[src/rtl/uart_calc_top.sv]
// uart_calc_top: UART-driven 16-bit integer calculator.
// Receives "I {S|U} A{+|-|*}B=" as 8N1 ASCII on rxd and replies on txd with
// the 32-bit result as 8 uppercase hex digits plus CR LF, or "E\r\n" when the
// expression is malformed.
// Ports:
//   clk - system clock, rising edge
//   rst - asynchronous active-high reset
//   rxd - UART receive line (idle high, 8N1, LSB first)
//   txd - UART transmit line (idle high, 8N1, LSB first)
module uart_calc_top #(
    parameter int CLKS_PER_BIT = 16,
    parameter int OP_W         = 16
) (
    input  logic clk,
    input  logic rst,
    input  logic rxd,
    output logic txd
);
    localparam int CW   = $clog2(CLKS_PER_BIT + 1);
    localparam int RW   = 2 * OP_W;
    localparam int NDIG = OP_W / 4;
    localparam int NCHR = RW / 4;
    localparam int IW   = $clog2(NCHR + 3);
    localparam logic [CW-1:0] BIT_END  = CW'(CLKS_PER_BIT - 1);
    localparam logic [CW-1:0] HALF_END = CW'(CLKS_PER_BIT / 2 - 1);

    typedef enum logic [1:0] {S_IDLE, S_START, S_DATA, S_STOP} ser_st_t;
    typedef enum logic [3:0] {P_WAIT_I, P_SP1, P_MODE, P_SP2, P_OPA, P_OPB,
                              P_CALC, P_SEND, P_DRAIN} p_st_t;
    typedef enum logic [1:0] {OP_ADD, OP_SUB, OP_MUL} op_t;

    // Hex digit decode: {valid, nibble}
    function automatic logic [4:0] hex_val(input logic [7:0] c);
        logic [7:0] t;
        t = 8'h00;
        if (c >= "0" && c <= "9") return {1'b1, c[3:0]};
        if (c >= "a" && c <= "f") begin t = c - 8'h57; return {1'b1, t[3:0]}; end
        if (c >= "A" && c <= "F") begin t = c - 8'h37; return {1'b1, t[3:0]}; end
        return 5'd0;
    endfunction

    function automatic logic [7:0] hex_chr(input logic [3:0] n);
        return (n < 4'd10) ? (8'h30 + {4'h0, n}) : (8'h37 + {4'h0, n});
    endfunction

    // ---------------- state ----------------
    logic            rx_s1_q, rx_s2_q, rx_prev_q;
    ser_st_t         rx_st_q, rx_st_d, tx_st_q, tx_st_d;
    logic [CW-1:0]   rx_cnt_q, rx_cnt_d, tx_cnt_q, tx_cnt_d;
    logic [2:0]      rx_bit_q, rx_bit_d, tx_bit_q, tx_bit_d;
    logic [7:0]      rx_sh_q, rx_sh_d, tx_sh_q, tx_sh_d;
    logic            rx_valid_q, rx_valid_d;
    p_st_t           p_st_q, p_st_d;
    logic [OP_W-1:0] a_q, a_d, b_q, b_d;
    logic            sgn_q, sgn_d, err_q, err_d;
    op_t             op_q, op_d;
    logic [3:0]      ndig_q, ndig_d;
    logic [RW-1:0]   res_q, res_d;
    logic [IW-1:0]   idx_q, idx_d;

    logic            tx_ready, tx_start, bad;
    logic [7:0]      tx_byte;
    logic [4:0]      rx_hex;
    logic [RW-1:0]   ext_a, ext_b, rsh;

    always_ff @(posedge clk or posedge rst) begin
        if (rst) begin
            rx_s1_q <= 1'b1;  rx_s2_q <= 1'b1;  rx_prev_q <= 1'b1;
            rx_st_q <= S_IDLE; rx_cnt_q <= '0; rx_bit_q <= '0; rx_sh_q <= '0;
            rx_valid_q <= 1'b0;
            tx_st_q <= S_IDLE; tx_cnt_q <= '0; tx_bit_q <= '0; tx_sh_q <= '0;
            p_st_q <= P_WAIT_I; a_q <= '0; b_q <= '0; sgn_q <= 1'b0; err_q <= 1'b0;
            op_q <= OP_ADD; ndig_q <= '0; res_q <= '0; idx_q <= '0;
        end else begin
            rx_s1_q <= rxd;  rx_s2_q <= rx_s1_q;  rx_prev_q <= rx_s2_q;
            rx_st_q <= rx_st_d; rx_cnt_q <= rx_cnt_d; rx_bit_q <= rx_bit_d; rx_sh_q <= rx_sh_d;
            rx_valid_q <= rx_valid_d;
            tx_st_q <= tx_st_d; tx_cnt_q <= tx_cnt_d; tx_bit_q <= tx_bit_d; tx_sh_q <= tx_sh_d;
            p_st_q <= p_st_d; a_q <= a_d; b_q <= b_d; sgn_q <= sgn_d; err_q <= err_d;
            op_q <= op_d; ndig_q <= ndig_d; res_q <= res_d; idx_q <= idx_d;
        end
    end

    // ---------------- UART RX ----------------
    always_comb begin
        rx_st_d = rx_st_q; rx_cnt_d = rx_cnt_q + 1'b1; rx_bit_d = rx_bit_q;
        rx_sh_d = rx_sh_q; rx_valid_d = 1'b0;
        case (rx_st_q)
            S_IDLE: begin
                rx_cnt_d = '0;
                if (rx_prev_q && !rx_s2_q) rx_st_d = S_START;
            end
            S_START: if (rx_cnt_q == HALF_END) begin
                // Glitch filter: line must still be low half a bit later
                rx_cnt_d = '0; rx_bit_d = '0;
                rx_st_d  = rx_s2_q ? S_IDLE : S_DATA;
            end
            S_DATA: if (rx_cnt_q == BIT_END) begin
                rx_cnt_d = '0;
                rx_sh_d  = {rx_s2_q, rx_sh_q[7:1]};
                rx_bit_d = rx_bit_q + 1'b1;
                if (rx_bit_q == 3'd7) rx_st_d = S_STOP;
            end
            default: if (rx_cnt_q == BIT_END) begin
                // Back to idle mid stop bit so the next start edge is not missed
                rx_st_d    = S_IDLE;
                rx_valid_d = rx_s2_q;
            end
        endcase
    end

    // ---------------- parser / ALU ----------------
    assign rx_hex = hex_val(rx_sh_q);
    assign ext_a  = sgn_q ? {{OP_W{a_q[OP_W-1]}}, a_q} : {{OP_W{1'b0}}, a_q};
    assign ext_b  = sgn_q ? {{OP_W{b_q[OP_W-1]}}, b_q} : {{OP_W{1'b0}}, b_q};

    always_comb begin
        p_st_d = p_st_q; a_d = a_q; b_d = b_q; sgn_d = sgn_q; op_d = op_q;
        ndig_d = ndig_q; res_d = res_q; err_d = err_q; idx_d = idx_q; bad = 1'b0;
        case (p_st_q)
            P_WAIT_I: if (rx_valid_q && rx_sh_q == "I") p_st_d = P_SP1;
            P_SP1: if (rx_valid_q) begin
                if (rx_sh_q == " ") p_st_d = P_MODE; else bad = 1'b1;
            end
            P_MODE: if (rx_valid_q) begin
                if (rx_sh_q == "S" || rx_sh_q == "s") begin sgn_d = 1'b1; p_st_d = P_SP2; end
                else if (rx_sh_q == "U" || rx_sh_q == "u") begin sgn_d = 1'b0; p_st_d = P_SP2; end
                else bad = 1'b1;
            end
            P_SP2: if (rx_valid_q) begin
                if (rx_sh_q == " ") begin p_st_d = P_OPA; ndig_d = '0; end else bad = 1'b1;
            end
            P_OPA: if (rx_valid_q) begin
                if (rx_hex[4]) begin
                    if (ndig_q == 4'(NDIG)) bad = 1'b1;
                    else begin a_d = {a_q[OP_W-5:0], rx_hex[3:0]}; ndig_d = ndig_q + 1'b1; end
                end else if (ndig_q != '0 && (rx_sh_q == "+" || rx_sh_q == "-" || rx_sh_q == "*")) begin
                    op_d   = (rx_sh_q == "+") ? OP_ADD : (rx_sh_q == "-") ? OP_SUB : OP_MUL;
                    ndig_d = '0;
                    p_st_d = P_OPB;
                end else bad = 1'b1;
            end
            P_OPB: if (rx_valid_q) begin
                if (rx_hex[4]) begin
                    if (ndig_q == 4'(NDIG)) bad = 1'b1;
                    else begin b_d = {b_q[OP_W-5:0], rx_hex[3:0]}; ndig_d = ndig_q + 1'b1; end
                end else if (ndig_q != '0 && rx_sh_q == "=") p_st_d = P_CALC;
                else bad = 1'b1;
            end
            P_CALC: begin
                // Operands extended to result width, so the truncated product is exact
                case (op_q)
                    OP_ADD:  res_d = ext_a + ext_b;
                    OP_SUB:  res_d = ext_a - ext_b;
                    default: res_d = ext_a * ext_b;
                endcase
                err_d = 1'b0; idx_d = '0; p_st_d = P_SEND;
            end
            P_SEND: if (tx_ready) begin
                idx_d = idx_q + 1'b1;
                if (idx_q == (err_q ? IW'(2) : IW'(NCHR + 1))) p_st_d = P_DRAIN;
            end
            default: if (tx_st_q == S_IDLE) begin
                // Last stop bit finished: accept input again
                a_d = '0; b_d = '0; p_st_d = P_WAIT_I;
            end
        endcase
        if (bad) begin
            a_d = '0; b_d = '0; err_d = 1'b1; idx_d = '0; p_st_d = P_SEND;
        end
    end

    // Parser outputs: byte to launch when the transmitter can take it
    assign rsh = res_q << {idx_q, 2'b00};
    always_comb begin
        tx_start = (p_st_q == P_SEND) && tx_ready;
        tx_byte  = 8'h0A;
        if (err_q) begin
            if (idx_q == '0) tx_byte = "E";
            else if (idx_q == IW'(1)) tx_byte = 8'h0D;
        end else if (idx_q < IW'(NCHR)) tx_byte = hex_chr(rsh[RW-1 -: 4]);
        else if (idx_q == IW'(NCHR)) tx_byte = 8'h0D;
    end

    // ---------------- UART TX ----------------
    // Ready on the last stop-bit cycle too, giving gapless back-to-back bytes
    assign tx_ready = (tx_st_q == S_IDLE) || (tx_st_q == S_STOP && tx_cnt_q == BIT_END);

    always_comb begin
        tx_st_d = tx_st_q; tx_cnt_d = tx_cnt_q + 1'b1; tx_bit_d = tx_bit_q; tx_sh_d = tx_sh_q;
        case (tx_st_q)
            S_IDLE:  tx_cnt_d = '0;
            S_START: if (tx_cnt_q == BIT_END) begin
                tx_cnt_d = '0; tx_bit_d = '0; tx_st_d = S_DATA;
            end
            S_DATA: if (tx_cnt_q == BIT_END) begin
                tx_cnt_d = '0; tx_sh_d = {1'b0, tx_sh_q[7:1]}; tx_bit_d = tx_bit_q + 1'b1;
                if (tx_bit_q == 3'd7) tx_st_d = S_STOP;
            end
            default: if (tx_cnt_q == BIT_END) tx_st_d = S_IDLE;
        endcase
        if (tx_start) begin
            tx_st_d = S_START; tx_cnt_d = '0; tx_sh_d = tx_byte;
        end
    end

    always_comb begin
        case (tx_st_q)
            S_START: txd = 1'b0;
            S_DATA:  txd = tx_sh_q[0];
            default: txd = 1'b1;
        endcase
    end
endmodule

[config.mk]
export PLATFORM = sky130hd
export DESIGN_NAME = uart_calc_top
export DESIGN_NICKNAME = d
export VERILOG_FILES = /design/src/rtl/uart_calc_top.sv
export SDC_FILE = /design/constraint.sdc
export NUM_CORES = 1
export LEC_CHECK = 0
export ABC_CLOCK_PERIOD_IN_PS = 19900
export CAP_MARGIN = 5
export CORE_MARGIN = 1
export CORE_UTILIZATION = 44
export DETAILED_ROUTE_END_ITERATION = 12
export SKIP_CTS_REPAIR_TIMING = 1
export SLEW_MARGIN = 10
export SYNTH_ARGS = -nofsm -noshare
export SYNTH_HDL_FRONTEND = slang
export SYNTH_SLANG_ARGS = --single-unit
[constraint.sdc]
create_clock -name clk -period 19.9 [get_ports clk]
set_input_delay 1.99 -clock clk [delete_from_list [all_inputs] [get_ports clk]]
set_output_delay 1.99 -clock clk [all_outputs]
set_load 0.01 [all_outputs]
==> metrics, run 1 <==
Root Driver clkbuf_16; DR pass1 iterations 6; Slew @ Worst Pin 1061 ps; via count 16.01k; Yosys top cell by area fa_1; Initial Util 44.51%; Placer Congestion 0.9489; CTS max path bufs 2; Mapped Nets 2867; Max Slew Vio Count 0; post-route antenna net violation count 0; Cells after Synth 2344; Seq/Total Area, Yosys 14.06%; die footprint 49080 um2; CP max-delay cell dfrtp_1; DR DRC count 0; status complete, no violations; chip width 221.5 um; Synth Cell Area 21210 um2; Final Hold Viols 0; Max FO, Critical Path 26; final setup violation count 0; Top FF cell, synth dfrtp_1; Area Growth Syn to Fin 5.522%; Iter 0 DRT Violations 988; Routed WL 56920 um; Worst EP arrival 8850 ps; Vias/cell 5.502; clk_lat worst skew 430 ps; DP Worst Slack 11440 ps; Setup TNS 0 ps; Core Area 47650 um2; routed len/inst 19.56 um; CTS clk-pin slew, worst paths 60 ps; largest net degree at the start of global routing 68; Yosys reg bits 119; Hold Slack 391.2 ps; synth top area cells fa_1 32%, dfrtp_1 14%, ha_1 11%, inv_1 6.4%, and2_1 5.5%; die extent in y 221.5 um; VDD IR-drop max 0.05481 mV; post-synthesis average cell area 9.048 um2; fin crit share 42.91%; Power Density 26.60 nW/um2; Distinct cells, synth 78; Crit path required time 20210 ps; Leak Pwr 0.01127 uW; fin crit period 8538 ps; vias in the first global route 17.14k; share of post-route cells with drive strength above 1 4.227%; Layout Cells excl Fill 2910; H-Tree Depth 4; Port Buffer Count 3; IO Pins 4; most used cell, CP fa_1; relative slew slack 28.63%; clk sinks 119; nets@finish 2805; Yosys top cell area share 31.62%; RSZ-0062 raised after global routing false; Critical Path Max Stage Delay 900 ps; Tot Pwr 595.2 uW; async set-or-reset flop fraction in the synthesized netlist 100.0%; Critical Path Sink Type register; GRT Total Usage 24.22%; path type of the worst setup path reg -> reg; hpwl dp 44590 um; Setup Skew 11.91 ps; grt ovf 0; achievable frequency 0.1171 GHz; Max-cap violations 0; min-delay worst type reg -> reg; synth warn 0; Antenna diodes 0; CTS tree done; Inserted Clock Buffers 17; global-route wire length before repair 92890 um; number of flops mapped to enable cells by yosys 0; post-route worst setup slack 11360 ps; Rows 80; Worst setup SP type register; placed cell count 2878; antenna violations before repair 5
-- critical path: cells and delay by family, from the launching register on --
family	cells	cell delay, ps
fa+ha+maj	9	4300
buf+inv	6	690
compound gates	6	1410
flops	1	900
simple gates	5	1120
-- layer usage --
metal  share of wire, %  global-route usage, %
met5                  0                      0
met4                3.7                  9.655
met3                3.8                  2.664
met2                 51                  42.67
met1                 42                  30.38
-- cell usage after synthesis, types with 5 or more instances --
| library cell | number |
|---|---|
| a211o_1 | 5 |
| a211oi_1 | 11 |
| a21o_1 | 33 |
| a21oi_1 | 104 |
| a31oi_1 | 20 |
| and2_1 | 185 |
| and3_1 | 29 |
| buf_2 | 10 |
| clkbuf_1 | 98 |
| dfrtp_1 | 116 |
| fa_1 | 335 |
| ha_1 | 185 |
| inv_1 | 364 |
| mux2_2 | 8 |
| mux2i_1 | 18 |
| mux4_1 | 8 |
| nand2_1 | 243 |
| nand2b_1 | 16 |
| nand3_1 | 29 |
| nand4_1 | 8 |
| nor2_1 | 110 |
| nor2b_1 | 16 |
| nor3_1 | 22 |
| nor4_1 | 8 |
| o211ai_1 | 6 |
| o21a_1 | 11 |
| o21ai_0 | 90 |
| o21ai_1 | 6 |
| o21bai_1 | 14 |
| o22ai_1 | 9 |
| o31ai_1 | 25 |
| or2_2 | 6 |
| or3_1 | 6 |
| xnor2_1 | 85 |
| xor2_1 | 27 |
-- worst paths after layout --
| kind | startpoint | endpoint | slack, ps | depth (start not counted) |
|---|---|---|---|---|
| setup / recovery | sgn_q$_DFFE_PP0P_ | res_q[30]$_DFFE_PP0P_ | 11360 | 26 |
| hold / removal | rx_s1_q$_DFF_PP1_ | rx_s2_q$_DFF_PP1_ | 390 | 0 |
| setup reg to reg | sgn_q$_DFFE_PP0P_ | res_q[30]$_DFFE_PP0P_ | 11360 | 26 |
| hold reg to reg | rx_s1_q$_DFF_PP1_ | rx_s2_q$_DFF_PP1_ | 390 | 0 |
| max in group asynchronous | rst | rx_cnt_q[3]$_DFF_PP0_ | 16470 | 3 |
| min in group asynchronous | rst | res_q[30]$_DFFE_PP0P_ | 2050 | 2 |
-- where the power goes --
| part | internal [uW] | switching (uW) |
|---|---|---|
| sequential | 249 | 9.23 |
| clock | 203 | 114 |
| combinational | 8.02 | 12.4 |
| total | 460 | 136 |
-- state kept, by name, indices dropped and copies added, names as in the netlist --
signal,count
a_q,16
b_q,16
err_q,1
idx_q,4
ndig_q,4
op_q,2
p_st_q,4
res_q,32
rx_bit_q,3
rx_cnt_q,5
rx_prev_q,1
rx_s1_q,1
rx_s2_q,1
rx_sh_q,8
rx_st_q,2
rx_valid_q,1
sgn_q,1
tx_bit_q,3
tx_cnt_q,5
tx_sh_q,7
tx_st_q,2
-- cells by family (layout without fill, tap and decap cells) --
group | count (synthesis) | after routing | share of synthesized area [%]
AO/OA/AOI/OAI | 374 | 374 | 11.13
XOR/XNOR | 112 | 112 | 4.625
AND/OR/NAND/NOR | 703 | 703 | 16.60
flip-flops | 119 | 119 | 14.06
adder cells (fa/ha/maj) | 520 | 520 | 42.54
buffers and inverters | 482 | 433 | 8.779
multiplexers | 34 | 34 | 2.265
-- placed cells by master (no fill, tap or decap), types with 15 or more instances in the layout --
cell type    n
xnor2_1     85
clkbuf_16   17
a21o_1      33
and3_1      29
nor2_1     110
nor3_1      22
a31oi_1     20
mux2i_1     18
and2_1     185
o31ai_1     25
o21ai_0     90
a21oi_1    104
fa_1       335
buf_4       34
inv_1      363
dfrtp_1    116
xor2_1      27
nand2_1    243
nand2b_1    16
ha_1       185
nor2b_1     15
nand3_1     28
-- through the flow --
stage                     util (%)  cell area (um2)
after floorplan                  -            21210
after global placement       45.71            21780
after detailed placement     45.71            21780
after CTS                    46.95            22370
after global routing         46.97            22380
final                        46.97            22380
-- final cells by class --
cell class / instances / area [um2]
Clock buffer: 23 / 467.9
Clock inverter: 9 / 126.4
Fill cell: 4566 / 25270
Inverter: 364 / 1369
Multi-Input combinational cell: 1743 / 16380
Sequential cell: 119 / 2982
Tap cell: 615 / 769.5
Timing Repair Buffer: 37 / 285.3
Power figures use the tool's default switching activity.
==> run 2: changes to the inputs <==
--- a/config.mk
+++ b/config.mk
@@ -5,7 +5,7 @@
 export SDC_FILE = /design/constraint.sdc
 export NUM_CORES = 1
 export LEC_CHECK = 0
-export ABC_CLOCK_PERIOD_IN_PS = 19900
+export ABC_CLOCK_PERIOD_IN_PS = 7990
 export CAP_MARGIN = 5
 export CORE_MARGIN = 1
 export CORE_UTILIZATION = 44
==> constraint.sdc (replaced) <==
create_clock -name clk -period 7.99 [get_ports clk]
set_input_delay 0.799 -clock clk [delete_from_list [all_inputs] [get_ports clk]]
set_output_delay 0.799 -clock clk [all_outputs]
set_load 0.01 [all_outputs]
==> metrics, run 2 (same netlist as run 1, synthesis figures left out) <==
status complete, no violations; Slew @ Worst Pin 1074 ps (+13.67 ps); clk_lat worst skew 460 ps (+30 ps); CTS max path bufs 2 (unchanged); global-route wire length before repair 95770 um (+3.1%); post-route antenna net violation count 0 (unchanged); Iter 0 DRT Violations 1332 (+35%); Largest Register res_q; via count 16.27k (+1.6%); Tot Pwr 1498 uW (+150%); GRT Total Usage 25.36% (+1.1 points); Vias/cell 5.542 (+0.73%); Inserted Clock Buffers 17 (unchanged); chip width 221.5 um (unchanged); worst reg2reg path depth 26 (unchanged); Setup TNS 0 ps (unchanged); routed len/inst 20.33 um (+3.9%); fin crit period 7584 ps (-954.0 ps); Max Slew Vio Count 0 (unchanged); clk sinks 119 (unchanged); VDD IR-drop max 0.1020 mV (+86%); DR DRC count 0 (unchanged); fin crit share 94.92% (+52 points); CTS tree done; share of post-route cells with drive strength above 1 5.735% (+1.5 points); most frequent cells in the layout 362 x inv_1, 335 x fa_1, 243 x nand2_1; final core occ 47.41% (+0.44 points); achievable frequency 0.1319 GHz (+13%); grt ovf 0 (unchanged); largest registers res_q (32), a_q (16), b_q (16); DR pass1 iterations 5 (-1); Layout Cells excl Fill 2935 (+0.86%); Area Growth Syn to Fin 6.513%; relative slew slack 27.71% (-0.92 points); nets@finish 2829 (+0.86%); final setup violation count 0 (unchanged); Seq. cell area 2984 um2 (about the same); Final Hold Viols 0 (unchanged); Power Density 66.32 nW/um2 (+150%); Initial Util 44.51% (unchanged); Placer Congestion 0.9105 (-4.0%); Core Area 47650 um2 (unchanged); CTS clk-pin slew, worst paths 70 ps (about the same); path type of the worst setup path reg -> reg; IO Pins 4 (unchanged); RSZ-0062 raised after global routing false; Max FO, Critical Path 17 (-35%); antenna violations before repair 0 (-5); min-delay worst type reg -> reg; Crit path required time 8330 ps (-11880 ps); Setup Skew 9.998 ps (-1.913 ps); Worst EP arrival 7920 ps (-930 ps); die extent in y 221.5 um (unchanged); Critical Path Sink Type register; Port Buffer Count 3 (unchanged); commonest non-fill, non-tap cell in the layout inv_1; Root Driver clkbuf_16; number of fill cells in the layout 4587 (+0.46%); H-Tree Depth 4 (unchanged); placed cell count 2898 (+0.69%); Routed WL 59680 um (+4.8%); Leak Pwr 0.01138 uW (+0.97%); hpwl dp 48320 um (+8.4%); Rows 80 (unchanged); Max-cap violations 0 (unchanged); max reg flops 32 (unchanged); Worst setup SP type register; multi-input logic area 16400 um2 (+0.13%); die footprint 49080 um2 (unchanged); WHS Path Cells 0 (unchanged); vias in the first global route 16.99k (-0.88%); largest net degree at the start of global routing 76 (+12%)
==> run 2: cell count changes in the layout (fill, tap and decap cells not counted), moves of 4 or more <==
| cell | change |
|---|---|
| clkinvlp_4 | +6 |
| inv_6 | +4 |
| buf_4 | +24 |
| clkinv_2 | -4 |
| clkbuf_1 | -4 |
==> run 2: worst paths after layout <==
kind / slack, ps / from / to
worst max-delay path: 410 / a_q[15]$_DFFE_PP0P_ / res_q[31]$_DFFE_PP0P_
worst min-delay path: 380 / rx_s2_q$_DFF_PP1_ / rx_prev_q$_DFF_PP1_
worst max register to register: 410 / a_q[15]$_DFFE_PP0P_ / res_q[31]$_DFFE_PP0P_
worst min register to register: 380 / rx_s2_q$_DFF_PP1_ / rx_prev_q$_DFF_PP1_
max in group asynchronous: 5680 / rst / rx_cnt_q[0]$_DFF_PP0_
min in group asynchronous: 790 / rst / res_q[25]$_DFFE_PP0P_
==> run 2: worst max-delay path: stages (launching register included) <==
cell and delay, ps:
dfrtp_2 460, and2_1 170, buf_4 160, buf_4 270, nand2_1 190, inv_1 170
fa_1 470, fa_1 520, inv_1 60, fa_1 540, inv_1 60, fa_1 500
inv_1 50, fa_1 530, inv_1 50, fa_1 490, fa_1 420, ha_1 390
nand4_1 220, or3_1 410, a21o_1 240, a21oi_1 190, nor4b_2 80, o31ai_1 310
xnor2_1 170, nor2_1 60, a221o_1 260
==> run 2: per-layer routing <==
| metal | wire length [um] | GRT usage, % | vias up |
|---|---|---|---|
| met5 | 0 | 0 | - |
| met1 | 24700 | 32.51 | 8254 |
| met2 | 29730 | 43.17 | 450 |
| met4 | 2226 | 10.19 | 0 |
| li1 | - | - | 7445 |
| met3 | 3020 | 3.658 | 116 |
==> run 2: power by group <==
part	total [uW]	internal, uW	switching (uW)
Combinational	51.0	20.0	30.9
Clock	804	464	340
Sequential	643	619	23.3
Total	1500	1100	394
==> run 2: area by class of cell <==
type	instances	area share (%)
flip-flops and latches	119	13.21
clock buffers	17	1.883
well taps	615	3.406
inverters	364	6.076
multi-input cells	1743	72.60
clock inverters	15	0.7478
diodes	1	0.01108
repair buffers	61	2.060
==> run 2: stage by stage <==
step                setup slack, ps  hold WS [ps]  area (um2)
floorplan                     176.2         345.2       21210
global placement              416.7         379.9       21940
detailed placement            264.5         381.1       21940
CTS                           224.9         380.3       22530
global route                  37.15         377.1       22590
finish                        406.0         378.6       22590
